### config.mk
export PLATFORM = sky130hd
export DESIGN_NAME = temp_sense_sequencer
export DESIGN_NICKNAME = d
export VERILOG_FILES = /design/src/rtl/temp_sense_sequencer.sv
export SDC_FILE = /design/constraint.sdc
export NUM_CORES = 1
export LEC_CHECK = 0
export ABC_AREA = 1
export CORE_AREA = 5 5 121 123
export DETAILED_ROUTE_END_ITERATION = 10
export DIE_AREA = 0 0 126 128
export REMOVE_ABC_BUFFERS = 1
export SKIP_CTS_REPAIR_TIMING = 1
export SLEW_MARGIN = 20
export SYNTH_ARGS = -nofsm -noshare
export SYNTH_HDL_FRONTEND = slang
export SYNTH_SLANG_ARGS = --single-unit
### constraint.sdc
create_clock -name clk -period 1.7 [get_ports clk]
set_input_delay 0.425 -clock clk [delete_from_list [all_inputs] [get_ports clk]]
set_output_delay 0.425 -clock clk [all_outputs]
set_load 0.05 [all_outputs]
### src/rtl/temp_sense_sequencer.sv
`default_nettype none
// ============================================================================
// Module   : temp_sense_sequencer
// Brief    : Power-up, settle, discard and average sequencer for the
//            pulse-duration temperature sensor, with a per-sample timeout.
//            Optional build macro TSEQ_AUTO_EN adds a periodic auto-trigger.
// Revision : 1.0 - initial release
// ============================================================================
module temp_sense_sequencer #(
    parameter int AVG_LOG2       = 2,
    parameter int SETTLE_CYCLES  = 256,
    parameter int TIMEOUT_CYCLES = 8191,
    parameter int PERIOD_CYCLES  = 65536
) (
    input  logic        clk,
    input  logic        reset,
    input  logic        start,
    input  logic        sample_valid,
    input  logic [12:0] sample,
    output logic        sensor_en,
    output logic        meas_reset_n,
    output logic        busy,
    output logic [12:0] result,
    output logic        result_valid,
    input  logic        result_ready,
    output logic        timeout_err
);

    localparam int c_ACC_W  = 13 + AVG_LOG2;
    localparam int c_SCNT_W = AVG_LOG2 + 1;
    localparam int c_SET_W  = $clog2(SETTLE_CYCLES + 1);
    localparam int c_TMO_W  = $clog2(TIMEOUT_CYCLES + 1);

    localparam logic [c_SCNT_W-1:0] c_LAST_SMP = c_SCNT_W'((1 << AVG_LOG2) - 1);
    localparam logic [c_SET_W-1:0]  c_SET_LAST = c_SET_W'(SETTLE_CYCLES - 1);
    localparam logic [c_TMO_W-1:0]  c_TMO_LAST = c_TMO_W'(TIMEOUT_CYCLES - 1);

    typedef enum logic [2:0] {
        S_IDLE    = 3'd0,
        S_SETTLE  = 3'd1,
        S_DISCARD = 3'd2,
        S_ACQUIRE = 3'd3,
        S_DONE    = 3'd4
    } state_t;

    state_t                r_state;
    state_t                w_next;
    logic [c_SET_W-1:0]    r_settle_cnt;
    logic [c_TMO_W-1:0]    r_tmo_cnt;
    logic [c_SCNT_W-1:0]   r_smp_cnt;
    logic [c_ACC_W-1:0]    r_acc;
    logic                  w_auto_trig;
    logic                  w_trigger;
    logic                  w_accept;
    logic                  w_sampling;
    logic                  w_tmo_hit;
    logic                  w_last_smp;

`ifdef TSEQ_AUTO_EN
    localparam int c_PER_W = $clog2(PERIOD_CYCLES + 1);
    localparam logic [c_PER_W-1:0] c_PER_LAST = c_PER_W'(PERIOD_CYCLES - 1);

    logic [c_PER_W-1:0] r_period_cnt;

    assign w_auto_trig = (r_period_cnt == c_PER_LAST);

    // Restarts on every accepted measurement and on every trigger, even a dropped one
    always_ff @(posedge clk) begin
        if (reset) begin
            r_period_cnt <= '0;
        end else if (w_accept || w_auto_trig) begin
            r_period_cnt <= '0;
        end else begin
            r_period_cnt <= r_period_cnt + 1'b1;
        end
    end
`else
    // Never fires: PERIOD_CYCLES only matters when the auto-trigger is built in
    assign w_auto_trig = (PERIOD_CYCLES < 0);
`endif

    assign w_trigger  = start | w_auto_trig;
    assign w_accept   = (r_state == S_IDLE) && w_trigger;
    assign w_sampling = (r_state == S_DISCARD) || (r_state == S_ACQUIRE);
    assign w_tmo_hit  = w_sampling && !sample_valid && (r_tmo_cnt == c_TMO_LAST);
    assign w_last_smp = (r_state == S_ACQUIRE) && sample_valid && (r_smp_cnt == c_LAST_SMP);

    always_ff @(posedge clk) begin
        if (reset) begin
            r_state <= S_IDLE;
        end else begin
            r_state <= w_next;
        end
    end

    always_comb begin
        w_next = r_state;
        case (r_state)
            S_IDLE: begin
                if (w_trigger) w_next = S_SETTLE;
            end
            S_SETTLE: begin
                if (r_settle_cnt == c_SET_LAST) w_next = S_DISCARD;
            end
            S_DISCARD: begin
                if (sample_valid)   w_next = S_ACQUIRE;
                else if (w_tmo_hit) w_next = S_IDLE;
            end
            S_ACQUIRE: begin
                if (w_last_smp)     w_next = S_DONE;
                else if (w_tmo_hit) w_next = S_IDLE;
            end
            S_DONE: begin
                w_next = S_IDLE;
            end
            default: begin
                w_next = S_IDLE;
            end
        endcase
    end

    // Outputs are registered from the next state so they line up with the state register
    always_ff @(posedge clk) begin
        if (reset) begin
            sensor_en    <= 1'b0;
            meas_reset_n <= 1'b0;
            busy         <= 1'b0;
        end else begin
            sensor_en    <= (w_next != S_IDLE);
            meas_reset_n <= (w_next == S_DISCARD) || (w_next == S_ACQUIRE) || (w_next == S_DONE);
            busy         <= (w_next != S_IDLE);
        end
    end

    always_ff @(posedge clk) begin
        if (reset) begin
            r_settle_cnt <= '0;
            r_tmo_cnt    <= '0;
        end else begin
            r_settle_cnt <= (r_state == S_SETTLE) ? r_settle_cnt + 1'b1 : '0;
            r_tmo_cnt    <= (w_sampling && !sample_valid) ? r_tmo_cnt + 1'b1 : '0;
        end
    end

    always_ff @(posedge clk) begin
        if (reset) begin
            r_acc     <= '0;
            r_smp_cnt <= '0;
        end else if ((r_state == S_ACQUIRE) && sample_valid) begin
            r_acc     <= r_acc + c_ACC_W'(sample);
            r_smp_cnt <= r_smp_cnt + 1'b1;
        end else if (r_state != S_ACQUIRE) begin
            r_acc     <= '0;
            r_smp_cnt <= '0;
        end
    end

    // A fresh result in DONE takes priority over a consumer clear in the same cycle
    always_ff @(posedge clk) begin
        if (reset) begin
            result       <= '0;
            result_valid <= 1'b0;
            timeout_err  <= 1'b0;
        end else begin
            if (r_state == S_DONE) begin
                result       <= 13'(r_acc >> AVG_LOG2);
                result_valid <= 1'b1;
            end else if (w_accept || result_ready) begin
                result_valid <= 1'b0;
            end

            if (w_tmo_hit) begin
                timeout_err <= 1'b1;
            end else if (w_accept) begin
                timeout_err <= 1'b0;
            end
        end
    end

endmodule
`default_nettype wire

# Word-level counts from Yosys, hierarchy flattened
# Index checks and enable logic that the tools add are counted.
[totals] input_bits=18 regBits=60 output_inout_bits=18
[classes] n_bitwise=2 eq_ne=11 muxes=14 n_addsub=4 n_reduce_logical=17
[ops] op="15-bit two-way mux" count=2
[ops] op="3-bit two-way mux" count=7
[ops] op="15-bit by 13-bit adder with 15-bit output" count=1
[ops] op="3-bit by 2-bit equality test with 1-bit output, second input constant" count=5
[ops] op="13-bit by 1-bit adder with 13-bit output, second input constant" count=1
[ops] op="13-bit equality test, second input constant" count=1
[ops] op="3-bit one-hot mux with 4 select lines" count=1
[ops] op="9-bit by 1-bit adder with 9-bit output, second input constant" count=1
[ops] op="9-bit by 8-bit equality test with 1-bit output, second input constant" count=1
[ops] op="3-bit equality test, second input constant" count=2
[ops] op="2-bit nonzero test" count=3
[ops] op="1-bit logical AND" count=5
[ops] op="1-bit logical OR" count=4
[ops] op="1-bit two-way mux" count=4
[ops] op="2-bit OR reduction" count=2
[ops] op="3-bit by 1-bit adder with 3-bit output, second input constant" count=1
[ops] op="3-bit by 1-bit equality test with 1-bit output, second input constant" count=1
[ops] op="3-bit logical NOT" count=1
[ops] op="3-bit by 2-bit inequality test with 1-bit output, second input constant" count=1
[ops] op="3-bit nonzero test" count=1
[ops] op="1-bit inverter" count=2
[ops] op="1-bit logical NOT" count=1

# Depth between registers and ports, before layout
# Gate-level depths: netlist of run 1.
[logic_depth] ltp_word=10 depth_mapped=11

# Worst setup path after synthesis of run 1
# No wires, ideal clock.
[synth_path] path_type="input -> register" start="input port sample[0]" end="register r_acc[14]" path_buffers=0 cell_stages=10 t_required_ps=1585 arrival_time_ps=1672 setup_slack_ps=-87 path_cell_list="ha_1 > fa_1 > nand3_1 > nand3_1 > nand2_1 > nand2_1 > nand2_1 > nand2_1 > a21oi_1 > nor2_1"
[synth_between] elab_chain_len=2
[synth_rtl] element="from (decl)" line="19" rtl="input logic [12:0] sample,"
[synth_rtl] element="15-bit by 13-bit adder with 15-bit output" line="150" rtl="r_acc <= r_acc + c_ACC_W'(sample);"
[synth_rtl] element="15-bit two-way mux" line="149" rtl="end else if ((r_state == S_ACQUIRE) && sample_valid) begin"
[synth_rtl] element="to (signal assigned)" line="150"
[synth_rtl] element="to (decl)" line="51" rtl="logic [c_ACC_W-1:0] r_acc;"
# No other way between the ends.
# A chain may end at the register's enable or synchronous reset.

# Final worst setup path of run 1
[layout_path] start="register r_acc[0]" end="register r_acc[14]"
[layout_between] elab_chain_len=2
[layout_rtl] element="15-bit by 13-bit adder with 15-bit output" line="150"
[layout_rtl] element="15-bit two-way mux" line="149"
# No other way between the ends.

==> results.cfg, run 1 <==
[setup_path]
start_kind = flip-flop
worstPathRequired_ns = 1.92
cp_data_arrival_time_ns = 1.86
critPathKind = reg2reg
slowest_delay_ns = 0.39
crit_chain = ha_4, fa_2, nand3_2, nand3_4, nand2_2, nand2_2, nand2_1, nand2_1, a21oi_1, nor2_1
critPathSlowestCell = fa_2
worst_setup_path_end_kind = flip-flop
critical_path.max_fanout = 4

[yosys]
synth_top_area_cell = dfxtp_1
synth_seq_cells = 60
synthCells = 452
synth_top_area_share_pct = 38.5
ys_types = 34
async_flop_share_pct = 0
synth-simple-area-share_pct = 30.8
synth_adder_area_share_pct = 8.25
synth-xor-area-share_pct = 0.561
synth_top_family_by_area = simple AND/OR/NAND/NOR gates
synth_common_cells = nand2_1 (102), nor2_1 (63), dfxtp_1 (60)
synthTopCellsByArea = dfxtp_1 (38%), nand2_1 (12%), ha_1 (7.6%)
synth_most_common_cell = nand2_1
syn_area_per_cell_um2 = 6.91
synth_edf_count = 0
synth_compound_area_share_pct = 13.2
synth_warnings = 0
ys.flop_type = dfxtp_1
synth_mux_area_share_pct = 0
seq_area_frac_synth_pct = 38.5
netlist_area_mm2 = 0.00312

[floorplan]
dieArea_mm2 = 0.0161
die_w_um = 126
ios = 36
core_area_mm2 = 0.0136
fp.dieH_um = 128
floorplan.initialDensity_pct = 23.0
rows = 43

[placement]
io_buffer_count = 35
routabilityCongestion = 0.858
hpwl_um = 6150
placed_area_mm2 = 0.00400

[run]
max-cap-violations = 0

[sta]
setup_viol = 0
finalSetupTns_ns = 0
fin_worst_skew_ns = 0.00435
slew_viol_final = 0
rsz0062_at_grt = yes
finalHoldViolations = 0
worst_slew_pin_slew_ns = 0.473
fmax_ghz = 0.611
slew_headroom_pct = 68.5
min_period_over_period_pct = 96.3
period_needed_ns = 1.64

[cells_and_area]
final_nets = 574
drive_above_1_share_pct = 26.6
syn_to_final_growth_pct = 48.8
antenna_cells = 0
fillerInstances = 1411
post-route-cell-area_mm2 = 0.00465
ff_latch_area_mm2 = 0.00121
multiInputGateArea_mm2 = 0.00193

[global_routing]
grt_busiest_layer = met2
grtUsageMet1_pct = 12.3
grt_pass1_vias = 3019
grt_util_met2_pct = 18.3
grt_pass1_wl_um = 13800
overflow = 0
met3_usage_pct = 2.58
grt_usage_pct = 10.4
grt_max_degree = 15
antenna_found_initial = 0

[drt]
avgRoutedWirePerCell_um = 11.6
first_pass_iters = 4
ant_nets = 0
vias = 3119
drtIter0Drc = 148
drcViolationCount = 0
routed_wl_um = 8380
routed_via_density = 4.33

[power_and_ir_drop]
total_power_w = 0.00351
powerDensity_mw_per_mm2 = 755
peakVddDrop_v = 0.000437
p_leak_nw = 1.97

[cts]
clock_latency_ns = 0.33
cts_sinks = 60
htreeDepth = 3
clk_pin_slew_ns = 0.06
numCtsBuffers = 9
cts-root-buf = clkbuf_16
ctsLongestPathBuffers = 2
cts_tree = built

[hold_path]
hold_path.class = reg2reg

[run_status]
status = complete, no violations
==> report_power, final <==
part	switching (W)	total (W)	internal, W
Sequential	0.00000582	0.00142	0.00141
Clock	0.000698	0.00184	0.00114
Combinational	0.000132	0.000252	0.000120
Total	0.000836	0.00351	0.00267
==> state kept, by name, summed over array words and instances, names as in the netlist <==
signal	cells
result	13
r_smp_cnt	3
meas_reset_n	1
r_settle_cnt	9
r_tmo_cnt	13
result_valid	1
r_state	3
r_acc	15
timeout_err	1
busy	1
==> critical path, delay by kind of cell, from the launching register on <==
kind                     cells  cell delay [ns]
adder cells (fa/ha/maj)      2             0.55
AND/OR/NAND/NOR              7             0.51
flip-flops                   1             0.33
AO/OA/AOI/OAI                1             0.14
==> final timing paths <==
check	slack, ns	start	endpoint	cells after the start
worst max-delay path	0.06	r_acc[0]	r_acc[14]	10
worst min register to register	0.44	r_settle_cnt[0]	r_settle_cnt[0]	1
worst min-delay path	0.44	r_settle_cnt[0]	r_settle_cnt[0]	1
worst max register to register	0.06	r_acc[0]	r_acc[14]	10
==> kinds of logic after synthesis <==
kind of cell / count (synthesis)
XOR/XNOR: 2
AND/OR/NAND/NOR: 223
adder cells (fa/ha/maj): 20
buffers and inverters: 69
flip-flops: 60
AO/OA/AOI/OAI: 78
==> stage by stage <==
stage | std cells | hold slack, ns | util [%] | setup slack [ns]
floorplan | 444 | 0.418 | - | -0.0867
global placement | 701 | 0.428 | 29.5 | -0.595
detailed placement | 701 | 0.435 | 29.5 | -0.610
CTS | 717 | 0.448 | 31.7 | -0.262
global route | 721 | 0.456 | 34.3 | -0.0231
finish | 721 | 0.436 | 34.3 | 0.0627
==> cell usage in the layout (no fill, tap or decap), types with 2 or more instances in the layout <==
| cell type | instances |
|---|---|
| dlymetal6s2s_1 | 12 |
| clkbuf_16 | 9 |
| nor3_2 | 3 |
| a21oi_1 | 37 |
| buf_12 | 6 |
| or2_2 | 3 |
| nor3_1 | 2 |
| nand3_1 | 25 |
| nand3_2 | 4 |
| ha_1 | 4 |
| o21a_1 | 4 |
| a21oi_2 | 6 |
| o21ai_1 | 3 |
| clkinvlp_4 | 3 |
| nor2_2 | 5 |
| inv_6 | 2 |
| nand4_1 | 7 |
| nor2_4 | 4 |
| clkdlybuf4s50_1 | 5 |
| inv_1 | 54 |
| ha_4 | 14 |
| o21ai_0 | 25 |
| dfxtp_1 | 57 |
| nand2_1 | 93 |
| nand2_2 | 10 |
| buf_4 | 58 |
| dfxtp_2 | 2 |
| nor2_1 | 60 |
| inv_2 | 7 |
==> per-layer routing <==
| metal | routed length (µm) | share of wire [%] |
|---|---|---|
| met5 | 0 | 0 |
| met4 | 89 | 1.1 |
| met3 | 345 | 4.1 |
| met2 | 4230 | 51 |
| met1 | 3710 | 44 |
==> final cells by class <==
type,count,share of cell area [%]
inverter,61,4.93
tap,180,4.85
clock inverter,7,1.62
timing repair buffer,81,16.3
clock buffer,9,4.85
multi-input combinational,323,41.5
sequential,60,26.0
(Power assumes the default switching activity.)
==> inputs of run 2 (changes only) <==
- CELL_PAD_IN_SITES_DETAIL_PLACEMENT: not set -> 1
- CELL_PAD_IN_SITES_GLOBAL_PLACEMENT: not set -> 2
- PLACE_DENSITY_LB_ADDON: not set -> 0.1
- TNS_END_PERCENT: not set -> 5
==> run 2 against run 1 <==
  * Routed wire length is 17% higher
  * Maximum frequency decreased by 1.4%
  * Cell count up 1.2%
  * Largest cell class unchanged
  * Sequential share of layout area decreased by 0.42 points
  * Setup slack got worse by 0.023 ns
  * Cell area increased by 1.1%
  * Sequential power barely moved
  * First-iteration DRC count is 72% lower
  * Critical path type unchanged
  * Global-route usage up 2.0 points
  * Combinational power is 5% higher
==> results.cfg, run 2 (synthesis results as in run 1) <==
[placement]
routabilityCongestion = 0.775
io_buffer_count = 35
placed_area_mm2 = 0.00405
dp_slack_ns = -0.667
hpwl_um = 7660

[setup_path]
rrSetupSlack_ns = 0.04
critical_path.max_fanout = 4
cp_data_arrival_time_ns = 1.89
worstPathRequired_ns = 1.93
r2r_cells = 10
worst_setup_path_end_kind = flip-flop
r2r-end = r_acc[14]
critPathKind = reg2reg
timing.rr.start = r_acc[0]
start_kind = flip-flop

[sta]
setup_viol = 0
fin_worst_skew_ns = 0.00822
finalHoldViolations = 0
rsz0062_at_grt = yes
period_needed_ns = 1.66
slew_viol_final = 0
fin_hold_ws_ns = 0.466
worst_slew_pin_slew_ns = 0.408
slew_headroom_pct = 72.8
min_period_over_period_pct = 97.6
fmax_ghz = 0.602
finalSetupTns_ns = 0
fin_ws_ns = 0.0401

[run_status]
status = complete, no violations

[global_routing]
grt_pass1_vias = 3236
antenna_found_initial = 0
grt_max_degree = 15
overflow = 0
grt_pass1_wl_um = 15800
grt_usage_pct = 12.5

[drt]
vias = 3129
first_pass_iters = 4
drcViolationCount = 0
ant_nets = 0
avgRoutedWirePerCell_um = 13.4
routed_wl_um = 9790
routed_via_density = 4.29
drtIter0Drc = 42

[cells_and_area]
mostFrequentLayoutCells = nand2_1 (92), buf_4 (69), nor2_1 (60), dfxtp_1 (60), inv_1 (55)
syn_to_final_growth_pct = 50.5
final_common_cell = nand2_1
final_nets = 583
top_register = r_acc
post-route-cell-area_mm2 = 0.00470
fillerInstances = 1676
antenna_cells = 0
largest_reg_flops = 15
drive_above_1_share_pct = 27.1
top_regs = r_acc: 15 flops, r_tmo_cnt: 13 flops, result: 13 flops

[power_and_ir_drop]
p_leak_nw = 2.06
powerDensity_mw_per_mm2 = 787
total_power_w = 0.00370
peakVddDrop_v = 0.000607

[floorplan]
core_area_mm2 = 0.0136
die_w_um = 126
rows = 43
ios = 36
floorplan.initialDensity_pct = 23.0
fp.dieH_um = 128
dieArea_mm2 = 0.0161

[cts]
cts_tree = built
htreeDepth = 3
clk_pin_slew_ns = 0.06
ctsLongestPathBuffers = 2
numCtsBuffers = 9
clock_latency_ns = 0.34
cts_sinks = 60
cts-root-buf = clkbuf_16

[hold_path]
hold_end = r_tmo_cnt[12]
hold_start = r_tmo_cnt[12]
hold_depth = 2
hold_path.class = reg2reg

[run]
max-cap-violations = 0
==> run 2: changes by cell type in the layout (fill, tap and decap cells not counted), moves of 2 or more <==
cell,before,now
clkinv_4,0,2
inv_6,2,0
ha_4,14,12
buf_12,6,4
dlymetal6s2s_1,12,14
clkdlybuf4s50_1,5,3
dfxtp_2,2,0
clkinvlp_4,3,0
buf_4,58,69
dfxtp_1,57,60
ha_1,4,6
==> run 2: area by class of cell <==
type / instances / area (µm²) / area share (%)
multi-input combinational: 323 / 1910 / 40.7
timing repair buffer: 90 / 803 / 17.1
clock inverter: 6 / 87.6 / 1.86
tap: 180 / 225 / 4.79
clock buffer: 10 / 239 / 5.09
sequential: 60 / 1200 / 25.6
inverter: 61 / 229 / 4.87
==> run 2: worst max-delay path, cell delays in order (launching register included) <==
cell     delay (ns)
dfxtp_1        0.31
ha_2           0.20
fa_2           0.37
nand3_2        0.09
nand3_4        0.09
nand2_2        0.08
nand2_2        0.06
nand2_1        0.08
nand2_2        0.07
a21oi_2        0.14
nor2_1         0.05
==> run 2: layer usage <==
layer	vias up	global-route usage, %	wire [µm]
met5	-	0	0
met4	0	3.47	115
met3	8	4.38	363
met2	30	22.5	5040
met1	1447	14.0	4270
li1	1644	-	-
==> run 2: stage by stage <==
stage / cells / utilization [%]
after global placement: 711 / 29.9
after floorplan: 444 / -
after global routing: 730 / 34.7
after detailed placement: 711 / 29.9
after CTS: 727 / 32.3
final: 730 / 34.7
==> run 2: worst max path at each step <==
stage                    startpoint        end  slack (ns)  depth (start not counted)
floorplan                 sample[0]  r_acc[14]       -0.09                         10
global placement          sample[0]  r_acc[14]       -0.62                         11
detailed placement        sample[0]  r_acc[14]       -0.67                         11
CTS                       sample[0]  r_acc[14]       -0.31                         11
global route        r_settle_cnt[0]       busy       -0.06                         11
finish                     r_acc[0]  r_acc[14]        0.04                         10
==> run 2: power by group <==
group / internal (W) / switching (W) / leakage [nW] / total, W
logic: 0.000127 / 0.000136 / 1.41 / 0.000264
registers: 0.00141 / 0.00000484 / 0.484 / 0.00142
clock network: 0.00132 / 0.000695 / 0.162 / 0.00202
